`src/rtl/tt_islam_ihfaz_logic_unit.sv`:
```
// Registered WIDTH-bit logic unit: eight bitwise ops, optional accumulator operand, flags, saturating op counter.
// One-cycle latency, full throughput; a held result (out_valid && !out_ready) stalls the input side.
module tt_islam_ihfaz_logic_unit #(
  parameter int WIDTH = 8,
  parameter int CNT_W = 8
) (
  input  logic             clk,
  input  logic             rst,
  input  logic             clr,
  input  logic             in_valid,
  output logic             in_ready,
  input  logic [2:0]       op,
  input  logic             acc_mode,
  input  logic [WIDTH-1:0] a,
  input  logic [WIDTH-1:0] b,
  output logic             out_valid,
  input  logic             out_ready,
  output logic [WIDTH-1:0] y,
  output logic             zero,
  output logic             ones,
  output logic [CNT_W-1:0] op_count
);

  logic [WIDTH-1:0] acc;
  logic [WIDTH-1:0] opa;
  logic [WIDTH-1:0] res;
  logic             accept;

  // Clear blocks intake so a clear can never race an accumulator update.
  assign in_ready = !rst && !clr && (!out_valid || out_ready);
  assign accept   = in_valid && in_ready;
  assign opa      = acc_mode ? acc : a;

  always_comb begin
    res = '0;
    case (op)
      3'd0:    res = ~(opa & b);
      3'd1:    res = opa & b;
      3'd2:    res = opa | b;
      3'd3:    res = ~(opa | b);
      3'd4:    res = opa ^ b;
      3'd5:    res = ~(opa ^ b);
      3'd6:    res = ~opa;
      default: res = opa;
    endcase
  end

  always_ff @(posedge clk) begin
    if (rst) begin
      out_valid <= 1'b0;
      y         <= '0;
      zero      <= 1'b1;
      ones      <= 1'b0;
      acc       <= '0;
      op_count  <= '0;
    end else begin
      if (clr) begin
        acc      <= '0;
        op_count <= '0;
      end
      if (accept) begin
        out_valid <= 1'b1;
        y         <= res;
        zero      <= (res == '0);
        ones      <= &res;
        acc       <= res;
        if (op_count != '1)
          op_count <= op_count + CNT_W'(1);
      end else if (out_valid && out_ready) begin
        out_valid <= 1'b0;
      end
    end
  end

endmodule

```
`config.mk`:
```
export PLATFORM = sky130hd
export DESIGN_NAME = tt_islam_ihfaz_logic_unit
export DESIGN_NICKNAME = d
export VERILOG_FILES = /design/src/rtl/tt_islam_ihfaz_logic_unit.sv
export SDC_FILE = /design/constraint.sdc
export NUM_CORES = 1
export LEC_CHECK = 0
export ABC_AREA = 1
export CELL_PAD_IN_SITES_DETAIL_PLACEMENT = 1
export CELL_PAD_IN_SITES_GLOBAL_PLACEMENT = 1
export CORE_MARGIN = 3
export CORE_UTILIZATION = 37
export DETAILED_ROUTE_END_ITERATION = 8
export PLACE_DENSITY_LB_ADDON = 0.05
export SLEW_MARGIN = 20
export SYNTH_ARGS = -nofsm -noshare
export SYNTH_HDL_FRONTEND = slang
export SYNTH_SLANG_ARGS = --single-unit
```
`constraint.sdc`:
```
create_clock -name clk -period 3.75 [get_ports clk]
set_input_delay 0.75 -clock clk [delete_from_list [all_inputs] [get_ports clk]]
set_output_delay 0.75 -clock clk [all_outputs]
set_load 0.005 [all_outputs]
```
==> metrics.cfg <==
[outcome]
status = finished clean

[detailed_routing]
route.vias.total = 2331
drt-total-wl_um = 6373
wire_per_inst_um = 13.88
viasPerCell = 5.078
drt_iter0_drc = 50
drc = 0
postRouteAntennaNets = 0
first_pass_iters = 4

[sta]
hold_slack_ns = 0.4712
setup_tns_ns = 0
rsz0062_at_grt = false
period_needed_ns = 2.827
skew_ns = 0.002815
fmax_mhz = 353.7
setup_viol = 0
period_share_pct = 75.40
tightest_slew_ns = 0.5170
slew_headroom_pct = 65.43
drv_slew = 0
hold_viol = 0

[clock_network]
cts_max_path_buffers = 2
clkTransAtPathRegs_ns = 0.09
cts_resized = 0
cts_hold_buffers = 0
htreeDepth = 1
cts_made_buffers = 3
root_buffer = clkbuf_8
cts_sinks = 27
cts_tree = built
post_cts_buffers = 0
clock_latency_ns = 0.28

[global_routing]
grt_pass1_vias = 2278
grt_pass1_wl_um = 10440
grt_max_degree = 27
antenna_found_initial = 0
track_usage_pct = 20.14
overflow = 0

[floorplan]
core-area_um2 = 5270
design.portCount = 45
num_rows = 26
die_h_um = 80.86
dieWidth_um = 80.86
initial_core_util_pct = 39.34
dieArea_um2 = 6538

[power_and_ir_drop]
ir_worst_vdd_uv = 131.1
p_leak_nw = 1.218
power_uw = 649.4
cellPowerDensity_nw_per_um2 = 247.5

[synth]
ys_types = 24
syn_area_um2 = 2073
synth_edf_count = 0
yosys-top-cells-count = nand2_1 (103), inv_1 (55), nor2_1 (39), dfxtp_1 (27), a21oi_1 (24)
syn_inst = 348
synth_area_per_cell_um2 = 5.958
synth_fp_nets = 390
synth_seq_cells = 27
yosysSeqAreaShare_pct = 26.07
yosysWarnings = 0
synth_area_leader_cell = dfxtp_1
netlist.area_leader.share_pct = 26.07
synthTopCellsByArea = dfxtp_1 (26%), nand2_1 (19%), ha_1 (10%), inv_1 (10%), nor2_1 (7.1%)
ys_async_sr_fraction_pct = 0
synth.most_common_cell = nand2_1
synth-main-ff-cell = dfxtp_1

[critical_path]
cpPeakStageDelay_ns = 0.79
crit_cells = 13
required_ns = 3.97
critPathArrivalTime_ns = 3.05
path_class = in -> reg
crit_path_start_kind = input port
cpMaxStageDelayCell = clkdlybuf4s50_1
cp_top_family = simple AND/OR/NAND/NOR gates
reg2reg_depth = 9
cp_max_fo = 14
cp_cell_sequence = clkdlybuf4s50_1 -> inv_1 -> nand2_1 -> nand2_1 -> ha_1 -> inv_1 -> nand4_1 -> nand2_1 -> nor2_1 -> nand3_1 -> nor3_1 -> nand4_1 -> nand2_1
end_kind = register
critPathMostFrequentCell = nand2_1
cp_num_buf_inv = 3

[place]
dp_hpwl_um = 4949
place.gp.congestion = 0.8111
port_buffers = 44

[job]
cap_violations = 0

[finish]
syn_to_final_growth_pct = 26.55
final_core_util_pct = 49.79
layout-drive-gt1-share_pct = 5.398
num-nets-final = 432
diodes = 0

[worst_hold_path]
hp-class = reg -> reg
min_path_cells = 2

-- area by class of cell --
class,instances,area [um^2]
fill,748,2646
clock buffer,3,41.29
sequential,27,540.5
clock inverter,1,5.005
tap,70,87.58
multi-input combinational,252,1265
inverter,59,221.5
timing repair buffer,47,462.9
-- per-layer routing --
layer | global-route usage [%] | vias to the layer above | wire [um]
met4 | 2.872 | 0 | 31
met1 | 24.95 | 1109 | 2818
li1 | - | 1181 | -
met2 | 37.36 | 36 | 3278
met3 | 2.993 | 5 | 245
met5 | 0 | - | 0
-- logic make-up (layout without fill, tap and decap cells) --
family                   Yosys count  count (layout)  share of synthesized area [%]
AO/OA/AOI/OAI                     43              43                          11.10
buffers and inverters             69             110                          12.91
adder cells (fa/ha/maj)           17              17                          10.26
flip-flops                        27              27                          26.07
AND/OR/NAND/NOR                  192             192                          39.65
-- flip-flops by register name (all words and copies together) (netlist names) --
signal     count
op_count       8
out_valid      1
acc            8
zero           1
ones           1
y              8
-- worst paths after layout --
check | from | to | slack, ns
setup / recovery | acc_mode | zero | 0.92
hold / removal | acc[7] | acc[7] | 0.47
setup reg to reg | out_valid | op_count[4] | 1.84
hold reg to reg | acc[7] | acc[7] | 0.47
-- cells in the final DEF, fill, tap and decap left out, types with 2 or more instances in the layout --
cell type,n
nand2_1,103
inv_1,55
clkdlybuf4s50_1,44
nor2_1,39
dfxtp_1,27
a21oi_1,24
nand3_1,21
ha_1,17
nand4_1,12
o21ai_0,11
nor3_1,6
nor2_2,4
inv_2,4
o21ai_1,3
a211oi_1,3
clkbuf_8,3
buf_4,3
nand2_2,2
-- tightest hold or removal path, cell delays in order, from the launching register on --
cell and delay (ns):
dfxtp_1 0.32, nand2_1 0.06, a21oi_1 0.05
-- per-stage QoR --
| stage | instance area [um^2] | std cells | setup WS [ns] |
|---|---|---|---|
| after global routing | 2624 | 459 | 0.6738 |
| after detailed placement | 2577 | 455 | 0.6693 |
| after global placement | 2577 | 455 | 0.6845 |
| after floorplan | 2073 | 348 | 1.631 |
| after CTS | 2624 | 459 | 0.9229 |
| final | 2624 | 459 | 0.9225 |
-- power breakdown --
group / total [mW] / switching [mW] / internal (mW)
Clock: 0.169 / 0.0944 / 0.0746
Sequential: 0.299 / 0.00467 / 0.294
Combinational: 0.182 / 0.108 / 0.0733
Note: power is estimated with default switching activity, not from simulation.
